File: src/rtl/intr_ctrl_if.sv
// Interrupt controller <-> CPU/source signal bundle.
// The master drives interrupt lines, ack/reti and mask writes; the slave is the controller.
interface intr_ctrl_if #(
    parameter int ADDR_W = 10
);
    logic              intr1;
    logic              intr2;
    logic              ack;
    logic              reti;
    logic              mask_we;
    logic [1:0]        mask_wd;
    logic              irq;
    logic [ADDR_W-1:0] vector;
    logic [1:0]        pending;
    logic [1:0]        in_service;

    modport master (
        output intr1, intr2, ack, reti, mask_we, mask_wd,
        input  irq, vector, pending, in_service
    );

    modport slave (
        input  intr1, intr2, ack, reti, mask_we, mask_wd,
        output irq, vector, pending, in_service
    );
endinterface

File: src/rtl/intr_ctrl.sv
// Two-source interrupt controller: sync + edge detect, pending/mask, fixed priority.
// Optional INTR_NESTING_EN lets intr1 preempt an in-service intr2.
module intr_ctrl #(
    parameter int                ADDR_W = 10,
    parameter logic [ADDR_W-1:0] VEC1   = 10'h3F0,
    parameter logic [ADDR_W-1:0] VEC2   = 10'h3F8
) (
    input logic        clk,
    input logic        reset,
    intr_ctrl_if.slave bus
);
    typedef enum logic [1:0] {
        IDLE = 2'd0,
        REQ  = 2'd1,
        SVC  = 2'd2
    } state_e;

    state_e            state_q, state_d;
    logic [1:0]        s1_q, s2_q, s3_q;
    logic [1:0]        pending_q, pending_d;
    logic [1:0]        in_service_q, in_service_d;
    logic [1:0]        mask_q, mask_d;
    logic              irq_q, irq_d;
    logic [ADDR_W-1:0] vector_q, vector_d;
    logic [1:0]        edge_det;
    logic [1:0]        eligible;
    logic [1:0]        clr;
    logic [1:0]        gnt;

    always_ff @(posedge clk or negedge reset) begin
        if (!reset) begin
            s1_q         <= 2'b00;
            s2_q         <= 2'b00;
            s3_q         <= 2'b00;
            pending_q    <= 2'b00;
            in_service_q <= 2'b00;
            mask_q       <= 2'b00;
            irq_q        <= 1'b0;
            vector_q     <= '0;
            state_q      <= IDLE;
        end else begin
            s1_q         <= {bus.intr2, bus.intr1};
            s2_q         <= s1_q;
            s3_q         <= s2_q;
            pending_q    <= pending_d;
            in_service_q <= in_service_d;
            mask_q       <= mask_d;
            irq_q        <= irq_d;
            vector_q     <= vector_d;
            state_q      <= state_d;
        end
    end

    always_comb begin
        edge_det     = s2_q & ~s3_q;
        eligible     = pending_q & ~mask_q;
        mask_d       = bus.mask_we ? bus.mask_wd : mask_q;
        state_d      = state_q;
        irq_d        = irq_q;
        vector_d     = vector_q;
        in_service_d = in_service_q;
        clr          = 2'b00;
        gnt          = (vector_q == VEC1) ? 2'b01 : 2'b10;

        unique case (state_q)
            IDLE: begin
                irq_d = |eligible;
                if (|eligible) begin
                    state_d  = REQ;
                    vector_d = eligible[0] ? VEC1 : VEC2;
                end
            end
            REQ: begin
                if (irq_q && bus.ack) begin
                    clr          = gnt;
                    in_service_d = in_service_q | gnt;
                    irq_d        = 1'b0;
                    state_d      = SVC;
                end else if (|eligible) begin
                    irq_d    = 1'b1;
                    vector_d = eligible[0] ? VEC1 : VEC2;
                end else begin
                    irq_d   = 1'b0;
                    state_d = IDLE;
                end
            end
            SVC: begin
`ifdef INTR_NESTING_EN
                if (irq_q && bus.ack) begin
                    clr          = 2'b01;
                    in_service_d = in_service_q | 2'b01;
                    irq_d        = 1'b0;
                end else if (bus.reti) begin
                    // intr1 outranks intr2, so it retires first
                    in_service_d = in_service_q[0] ?
                                   {in_service_q[1], 1'b0} : 2'b00;
                    irq_d        = 1'b0;
                    if (in_service_d == 2'b00) state_d = IDLE;
                    if (in_service_d == 2'b10) vector_d = VEC2;
                end else begin
                    irq_d = !in_service_q[0] && eligible[0];
                    if (irq_d) vector_d = VEC1;
                end
`else
                irq_d = 1'b0;
                if (bus.reti) begin
                    in_service_d = 2'b00;
                    state_d      = IDLE;
                end
`endif
            end
            default: begin
                state_d = IDLE;
                irq_d   = 1'b0;
            end
        endcase

        // a fresh edge outranks the grant of the same source
        pending_d = (pending_q & ~clr) | edge_det;
    end

    assign bus.irq        = irq_q;
    assign bus.vector     = vector_q;
    assign bus.pending    = pending_q;
    assign bus.in_service = in_service_q;
endmodule

File: src/flat_wrapper.sv
// flat-port wrapper written by rule: the top's interface ports become plain ports
module intr_ctrl_flat 
#(
    parameter int                ADDR_W = 10,
    parameter logic [ADDR_W-1:0] VEC1   = 10'h3F0,
    parameter logic [ADDR_W-1:0] VEC2   = 10'h3F8
)
  (clk, reset, bus_intr1, bus_intr2, bus_ack, bus_reti, bus_mask_we, bus_mask_wd, bus_irq, bus_vector, bus_pending, bus_in_service);
  intr_ctrl_if #(.ADDR_W(ADDR_W)) bus_i ();
  input logic clk;
  input logic reset;
  input wire logic [$bits(bus_i.intr1)-1:0] bus_intr1;
  input wire logic [$bits(bus_i.intr2)-1:0] bus_intr2;
  input wire logic [$bits(bus_i.ack)-1:0] bus_ack;
  input wire logic [$bits(bus_i.reti)-1:0] bus_reti;
  input wire logic [$bits(bus_i.mask_we)-1:0] bus_mask_we;
  input wire logic [$bits(bus_i.mask_wd)-1:0] bus_mask_wd;
  output wire logic [$bits(bus_i.irq)-1:0] bus_irq;
  output wire logic [$bits(bus_i.vector)-1:0] bus_vector;
  output wire logic [$bits(bus_i.pending)-1:0] bus_pending;
  output wire logic [$bits(bus_i.in_service)-1:0] bus_in_service;
  assign bus_i.intr1 = bus_intr1;
  assign bus_i.intr2 = bus_intr2;
  assign bus_i.ack = bus_ack;
  assign bus_i.reti = bus_reti;
  assign bus_i.mask_we = bus_mask_we;
  assign bus_i.mask_wd = bus_mask_wd;
  assign bus_irq = bus_i.irq;
  assign bus_vector = bus_i.vector;
  assign bus_pending = bus_i.pending;
  assign bus_in_service = bus_i.in_service;
  intr_ctrl #(.ADDR_W(ADDR_W), .VEC1(VEC1), .VEC2(VEC2)) u_core (.clk(clk), .reset(reset), .bus(bus_i));
endmodule
File: config.mk
export PLATFORM = sky130hd
export DESIGN_NAME = intr_ctrl_flat
export DESIGN_NICKNAME = d
export VERILOG_FILES = /design/src/rtl/intr_ctrl_if.sv /design/src/rtl/intr_ctrl.sv /design/src/flat_wrapper.sv
export SDC_FILE = /design/constraint.sdc
export NUM_CORES = 1
export LEC_CHECK = 0
export BUFFER_PORTS_ARGS = -buffer_cell sky130_fd_sc_hd__buf_2
export CAP_MARGIN = 20
export CORE_MARGIN = 3
export CORE_UTILIZATION = 39
export CTS_BUF_LIST = sky130_fd_sc_hd__clkbuf_8
export CTS_CLUSTER_DIAMETER = 120
export DETAILED_ROUTE_END_ITERATION = 10
export PLACE_DENSITY = 0.65
export SYNTH_ARGS = -nofsm -noshare
export SYNTH_HDL_FRONTEND = slang
export SYNTH_SLANG_ARGS = --single-unit
File: constraint.sdc
create_clock -name clk -period 1.09 [get_ports clk]
set_input_delay 0.218 -clock clk [delete_from_list [all_inputs] [get_ports clk]]
set_output_delay 0.218 -clock clk [all_outputs]
set_load 0.02 [all_outputs]
==> impl_metrics.env, run 1 <==
export IMPL_placement_cell_area_sq_um=736
export IMPL_synth_warning_count=0
export IMPL_required_ns=0.87
export IMPL_report_final_hold_viol_count=0
export IMPL_syn_instance_count=52
export IMPL_mostFrequentLayoutCell="sky130_fd_sc_hd__buf_2"
export IMPL_result_of_the_run="complete, no violations"
export IMPL_synth_yosys_seq_area_share_pct=64.6
export IMPL_total_switching_power_w=0.000660
export IMPL_post_synth_instance_area_sq_um=658
export IMPL_worst_skew_pair_late_latency_ns=0.24
export IMPL_route_detailed_vias_per_inst=4.66
export IMPL_timing_critical_path_cells="buf_2"
export IMPL_cpPeakStageDelay_ns=0.45
export IMPL_num_vias=405
export IMPL_critical_path_top_delay_family="flip-flops"
export IMPL_netlist_cell_type_count=16
export IMPL_grt_max_degree=18
export IMPL_io_pin_count=24
export IMPL_unrepaired_setup_endpoints_after_global_routing="true"
export IMPL_worst_setup_hold_path_clk_slew_ns=0.06
export IMPL_floorplan_initialDensity_pct=42.7
export IMPL_crit_type="flop to output pin"
export IMPL_drt_total_wl_um=989
export IMPL_post_route_period_util_pct=99.1
export IMPL_complex_gate_fraction_of_the_synthesized_area_pct=11.8
export IMPL_pwr_density_nw_per_um2=2500
export IMPL_post_cts_setup_buffers=0
export IMPL_global_route_wire_length_before_repair_um=1610
export IMPL_vias_in_the_first_global_route=406
export IMPL_f_max_mhz=926
export IMPL_drt_drc_violations_left=0
export IMPL_cts_tree="yes"
export IMPL_finalWeightedCongestion=0.714
export IMPL_cts_max_level=1
export IMPL_finish_net_count=81
export IMPL_synth_area_per_cell_sq_um=12.7
export IMPL_leakage_nw=0.372
export IMPL_antenna_found_initial=0
export IMPL_arrival_ns=0.86
export IMPL_cts_num_sinks=17
export IMPL_worst_setup_path_start_kind="flop"
export IMPL_fp_coreArea_sq_um=1540
export IMPL_synth_simple_gate_area_share_pct=9.32
export IMPL_post_drt_wl_per_cell_um=11.4
export IMPL_final_design_area_no_fill_sq_um=800
export IMPL_finalSetupViolCount=0
export IMPL_synthXorXnorAreaFrac_pct=0
export IMPL_layout_drive_gt1_share_pct=43.7
export IMPL_timing_max_cap_violations=0
export IMPL_total_count_of_max_transition_violations_in_the_final_report=0
export IMPL_grt_use_total_pct=10.8
export IMPL_place_port_buffers=20
export IMPL_seq_power_share_pct=46.2
export IMPL_worst_min_path_class="primary input to flop"
export IMPL_cts_buffers=3
export IMPL_clock_tree_buffer_depth=2
export IMPL_drt_iter0_drc=3
export IMPL_end_kind="output pin"
export IMPL_dieHeight_um=47.1
export IMPL_share_clk_of_total_power_pct=22.1
export IMPL_critical_path_slowest_cell="sky130_fd_sc_hd__dfrtp_2"
export IMPL_synth_adder_area_share_pct=0
export IMPL_power_share_switching_pct=33.1
export IMPL_post_layout_total_power_w=0.00200
export IMPL_die_w_um=47.1
export IMPL_ctsRootBufferMaster="sky130_fd_sc_hd__clkbuf_8"
export IMPL_row_count=14
export IMPL_layout_stage_area_growth_over_the_synthesis_result_pct=21.5
export IMPL_mostFrequentLayoutCells="20 x sky130_fd_sc_hd__buf_2, 14 x sky130_fd_sc_hd__dfrtp_1, 4 x sky130_fd_sc_hd__o21a_1, 4 x sky130_fd_sc_hd__o21ai_1"
export IMPL_dpl_hpwl_um=765
export IMPL_firstDrtPassIters=2
export IMPL_overflow_left_after_global_routing=0
export IMPL_p_int_w=0.00134
export IMPL_yosys_register_bits=17
export IMPL_period_needed_ns=1.08
export IMPL_synth_top_family_by_area="compound AO/OA/AOI/OAI gates"
export IMPL_n_antenna_cell=0
export IMPL_vdd_ir_drop_max_v=0.00114
export IMPL_critical_path_max_fanout=9
export IMPL_critical_path_buf_inv_count=1
export IMPL_post_synth_mux_area_share_pct=3.42
export IMPL_dieArea_sq_um=2220
export IMPL_worst_case_clock_skew_ns=0.00178
export IMPL_drtAntennaViolNets=0
export IMPL_comb_power_share_pct=31.7
## cell type report
type                       instances  area (sq um)
timing repair buffer              21           110
clock buffer                       3          41.3
tap                               16          20.0
fill                             148           742
multi-input combinational         27           188
clock inverter                     1          3.75
sequential                        17           429
inverter                           2          7.51
## worst reg2reg max path: cells and delay by family (launching register included)
kind	cells	cell delay [ns]
and+or+nand+nor	1	0.29
DFF	1	0.41
AOI/OAI and AO/OA	2	0.26
## final timing paths
| path | to | slack (ns) | cells after the start | startpoint |
|---|---|---|---|---|
| min | u_core.s1_q[0]$_DFF_PN0_ | 0.08 | 1 | bus_intr1 |
| min in group asynchronous | u_core.state_q[0]$_DFFE_PN0P_ | 0.41 | 2 | reset |
| min reg2reg | u_core.s2_q[0]$_DFF_PN0_ | 0.35 | 0 | u_core.s1_q[0]$_DFF_PN0_ |
| max reg2reg | u_core.bus.pending[0]$_DFF_PN0_ | 0.02 | 3 | u_core.state_q[1]$_DFFE_PN0P_ |
| max in group asynchronous | u_core.bus.pending[0]$_DFF_PN0_ | 0.40 | 2 | reset |
| max | bus_vector[8] | 0.01 | 1 | u_core.bus.vector[8]$_DFFE_PN0P_ |
## sequential cells by signal (all words and copies together) (netlist names)
register / count
u_core.mask_q: 2
u_core.s2_q: 2
u_core.bus.pending: 2
u_core.bus.in_service: 2
u_core.bus.vector: 2
u_core.s1_q: 2
u_core.bus.irq: 1
u_core.s3_q: 2
u_core.state_q: 2
## kinds of logic (layout without fill, tap and decap cells)
logic type | count (synthesis) | after routing
simple gates | 10 | 10
compound gates | 12 | 12
other cells | 1 | 3
mux | 2 | 2
flops | 17 | 17
buf+inv | 10 | 27
## metrics by stage
stage               TNS (ns)  hold WS (ns)  setup WS, ns  std cells  utilization [%]
floorplan                  0       -0.0776        0.0157         54                -
global placement           0         0.151        0.0438         82             47.7
detailed placement         0         0.154        0.0138         82             47.7
CTS                  -0.0551        0.0689       -0.0108         87             51.4
global route          -0.452        0.0611       -0.0730         87             51.9
finish                     0        0.0772       0.00958         87             51.9
## routing by layer
metal	up-vias	GRT usage [%]	wire, um
met1	187	11.7	430
met5	-	0	0
li1	198	-	-
met4	0	6.63	0
met3	0	4.60	111
met2	20	17.3	447
## repair_timing
action                                  4_1_cts  5_1_grt
resized for setup                             1        2
pin swaps                                     0        3
endpoints found under the setup margin        6       11
hold buffers                                  1        0
hold endpoints to repair                     17        0
## power groups by stage
stage	registers (W)	clock network (W)	logic, W
after floorplan	0.00106	0	0.000304
after global placement	0.000931	0	0.000614
after detailed placement	0.000938	0	0.000621
after CTS	0.000925	0.000464	0.000627
after global routing	0.000950	0.000499	0.000698
final	0.000923	0.000440	0.000633
## synth_stat cells
cell | n | area, sq um
sky130_fd_sc_hd__dfrtp_1 | 17 | 425
sky130_fd_sc_hd__buf_4 | 8 | 60.1
sky130_fd_sc_hd__o21a_1 | 4 | 30.0
sky130_fd_sc_hd__o21ai_1 | 4 | 20.0
sky130_fd_sc_hd__nor2b_1 | 3 | 18.8
sky130_fd_sc_hd__a21oi_1 | 2 | 10.0
sky130_fd_sc_hd__inv_1 | 2 | 7.51
sky130_fd_sc_hd__mux2_2 | 2 | 22.5
sky130_fd_sc_hd__nand2b_1 | 2 | 12.5
sky130_fd_sc_hd__nor2_1 | 2 | 7.51
sky130_fd_sc_hd__a31oi_2 | 1 | 12.5
sky130_fd_sc_hd__conb_1 | 1 | 3.75
sky130_fd_sc_hd__nand3b_1 | 1 | 7.51
sky130_fd_sc_hd__nand4b_1 | 1 | 8.76
sky130_fd_sc_hd__o21ai_0 | 1 | 5.00
sky130_fd_sc_hd__or2_1 | 1 | 6.26
Note: power is estimated with default switching activity, not from simulation.
==> inputs of run 2 (changes only) <==
--- a/config.mk
+++ b/config.mk
@@ -5,14 +5,15 @@
 export SDC_FILE = /design/constraint.sdc
 export NUM_CORES = 1
 export LEC_CHECK = 0
-export BUFFER_PORTS_ARGS = -buffer_cell sky130_fd_sc_hd__buf_2
 export CAP_MARGIN = 20
 export CORE_MARGIN = 3
 export CORE_UTILIZATION = 39
 export CTS_BUF_LIST = sky130_fd_sc_hd__clkbuf_8
 export CTS_CLUSTER_DIAMETER = 120
 export DETAILED_ROUTE_END_ITERATION = 10
-export PLACE_DENSITY = 0.65
+export DONT_BUFFER_PORTS = 1
+export GPL_ROUTABILITY_DRIVEN = 0
+export REMOVE_ABC_BUFFERS = 1
 export SYNTH_ARGS = -nofsm -noshare
 export SYNTH_HDL_FRONTEND = slang
 export SYNTH_SLANG_ARGS = --single-unit
==> run 2 against run 1 <==
- clock skew increased by 0.0015 ns
- fmax about the same
- final cell count fell by 15%
- count of clock-buffer cells in the layout stayed put
- sequential cell count stayed put
- clock power is 2% higher
- register-to-register slack about the same
- sequential share of layout area increased by 2.2 points
==> impl_metrics.env, run 2 (synthesis results as in run 1) <==
export IMPL_result_of_the_run="complete, no violations"
export IMPL_ctsRootBufferMaster="sky130_fd_sc_hd__clkbuf_8"
export IMPL_dieHeight_um=47.1
export IMPL_pwr_density_nw_per_um2=2600
export IMPL_vdd_ir_drop_max_v=0.00115
export IMPL_seq_power_share_pct=48.4
export IMPL_num_fill_cells=138
export IMPL_layout_drive_gt1_share_pct=24.1
export IMPL_worst_slack_on_hold_paths_ns=0.0931
export IMPL_slew_headroom_pct=50.5
export IMPL_drt_iter0_drc=0
export IMPL_finalSetupViolCount=0
export IMPL_row_count=14
export IMPL_end_kind="output pin"
export IMPL_post_route_period_util_pct=99.2
export IMPL_drt_drc_violations_left=0
export IMPL_leakage_nw=0.345
export IMPL_f_max_mhz=925
export IMPL_wl_met3_um=117
export IMPL_overflow_left_after_global_routing=0
export IMPL_finish_net_count=68
export IMPL_drt_total_wl_um=961
export IMPL_route_detailed_vias_per_inst=4.99
export IMPL_num_vias=369
export IMPL_comb_power_share_pct=29.1
export IMPL_share_clk_of_total_power_pct=22.6
export IMPL_reg2reg_setup_slack_ns=0.03
export IMPL_timing_worst_slew_pin_value_ns=0.742
export IMPL_floorplan_initialDensity_pct=42.7
export IMPL_cpPeakStageDelay_ns=0.44
export IMPL_critical_path_top_delay_family="flip-flops"
export IMPL_cts_buffers=3
export IMPL_mostFrequentLayoutCells="16 x sky130_fd_sc_hd__dfrtp_1, 4 x sky130_fd_sc_hd__o21a_1, 4 x sky130_fd_sc_hd__o21ai_1, 4 x sky130_fd_sc_hd__buf_4"
export IMPL_drtAntennaViolNets=0
export IMPL_n_antenna_cell=0
export IMPL_timing_max_cap_violations=0
export IMPL_dieArea_sq_um=2220
export IMPL_cts_max_level=1
export IMPL_final_design_area_no_fill_sq_um=763
export IMPL_total_count_of_max_transition_violations_in_the_final_report=0
export IMPL_worst_setup_path_start_kind="flop"
export IMPL_cts_tree="yes"
export IMPL_report_final_hold_viol_count=0
export IMPL_post_drt_wl_per_cell_um=13.0
export IMPL_crit_type="flop to output pin"
export IMPL_total_switching_power_w=0.000656
export IMPL_critical_path_slowest_cell="sky130_fd_sc_hd__dfrtp_2"
export IMPL_place_port_buffers=0
export IMPL_clock_tree_buffer_depth=2
export IMPL_timing_critical_path_cells="buf_12"
export IMPL_worst_setup_hold_path_clk_slew_ns=0.06
export IMPL_critical_path_buf_inv_count=1
export IMPL_grt_use_total_pct=10.7
export IMPL_global_route_wire_length_before_repair_um=1610
export IMPL_period_needed_ns=1.08
export IMPL_antenna_found_initial=0
export IMPL_p_int_w=0.00133
export IMPL_arrival_ns=0.86
export IMPL_power_share_switching_pct=33.1
export IMPL_firstDrtPassIters=1
export IMPL_dpl_hpwl_um=693
export IMPL_critical_path_max_fanout=6
export IMPL_io_pin_count=24
export IMPL_worst_case_clock_skew_ns=0.00324
export IMPL_m1WireLength_um=403
export IMPL_mostFrequentLayoutCell="sky130_fd_sc_hd__dfrtp_1"
export IMPL_wl_met2_um=440
export IMPL_vias_in_the_first_global_route=424
export IMPL_die_w_um=47.1
export IMPL_required_ns=0.87
export IMPL_worst_skew_pair_late_latency_ns=0.25
export IMPL_unrepaired_setup_endpoints_after_global_routing="true"
export IMPL_grt_max_degree=18
export IMPL_placement_cell_area_sq_um=663
export IMPL_layout_stage_area_growth_over_the_synthesis_result_pct=16.0
export IMPL_top_layer_used="met3"
export IMPL_worst_min_path_class="primary input to flop"
export IMPL_cts_num_sinks=17
export IMPL_fp_coreArea_sq_um=1540
[run 2: cell count changes in the layout (fill, tap and decap cells not counted), moves of 2 or more]
cell | previous run | this run
sky130_fd_sc_hd__dfrtp_1 | 14 | 16
sky130_fd_sc_hd__buf_4 | 0 | 4
sky130_fd_sc_hd__buf_2 | 20 | 0
sky130_fd_sc_hd__dfrtp_2 | 3 | 1
[run 2: worst register-to-register path: stages (launching register included)]
cell	delay, ns
sky130_fd_sc_hd__dfrtp_1	0.41
sky130_fd_sc_hd__nand4b_1	0.29
sky130_fd_sc_hd__o21ai_1	0.18
sky130_fd_sc_hd__o21ai_1	0.07
[run 2: metrics by stage]
step                      total power (W)  cells  worst slack (ns)  utilization (%)  TNS (ns)
final                             0.00198     74           0.00874             49.5         0
after global routing              0.00212     74           -0.0690             49.5    -0.320
after CTS                         0.00200     74           -0.0329             48.8    -0.196
after detailed placement          0.00152     67            0.0173             43.0         0
after global placement            0.00151     67            0.0378             43.0         0
after floorplan                   0.00133     46            -0.522                -     -2.94
[run 2: power by group through the flow]
stage / Clock, W / Combinational [W] / Sequential (W)
CTS: 0.000467 / 0.000573 / 0.000959
floorplan: 0 / 0.000283 / 0.00105
global placement: 0 / 0.000547 / 0.000966
detailed placement: 0 / 0.000550 / 0.000971
global route: 0.000505 / 0.000634 / 0.000986
finish: 0.000448 / 0.000576 / 0.000959
[run 2: timing repair]
action,in CTS,in global routing
setup buffers,0,0
pin swaps,0,3
gates resized for setup,3,4
hold endpoints to repair,19,0
hold buffers,3,0
setup endpoints to repair,6,11
[run 2: cell type report]
cell class                      instances  area, sq um  share of cell area, %
Clock buffer                            3         41.3                   5.41
Clock inverter                          1         5.00                  0.656
Inverter                                2         7.51                  0.984
Multi-Input combinational cell         27          180                   23.6
Sequential cell                        17          427                   55.9
Tap cell                               16         20.0                   2.62
Timing Repair Buffer                    8         82.6                   10.8
[run 2: final timing paths]
kind	start	cells after the start	to
worst max-delay path	u_core.bus.vector[8]$_DFFE_PN0P_	1	bus_vector[9]
worst min register to register	u_core.s1_q[1]$_DFF_PN0_	0	u_core.s2_q[1]$_DFF_PN0_
worst min-delay path	bus_reti	1	u_core.state_q[1]$_DFFE_PN0P_
max in group asynchronous	reset	1	u_core.bus.vector[8]$_DFFE_PN0P_
worst max register to register	u_core.state_q[1]$_DFFE_PN0P_	3	u_core.bus.pending[1]$_DFF_PN0_
min in group asynchronous	reset	1	u_core.s2_q[1]$_DFF_PN0_
[run 2: metal layers]
metal	track usage, %	vias to the layer above
met5	0	-
met4	1.66	0
met3	7.28	0
met2	17.6	22
met1	11.6	175
li1	-	172
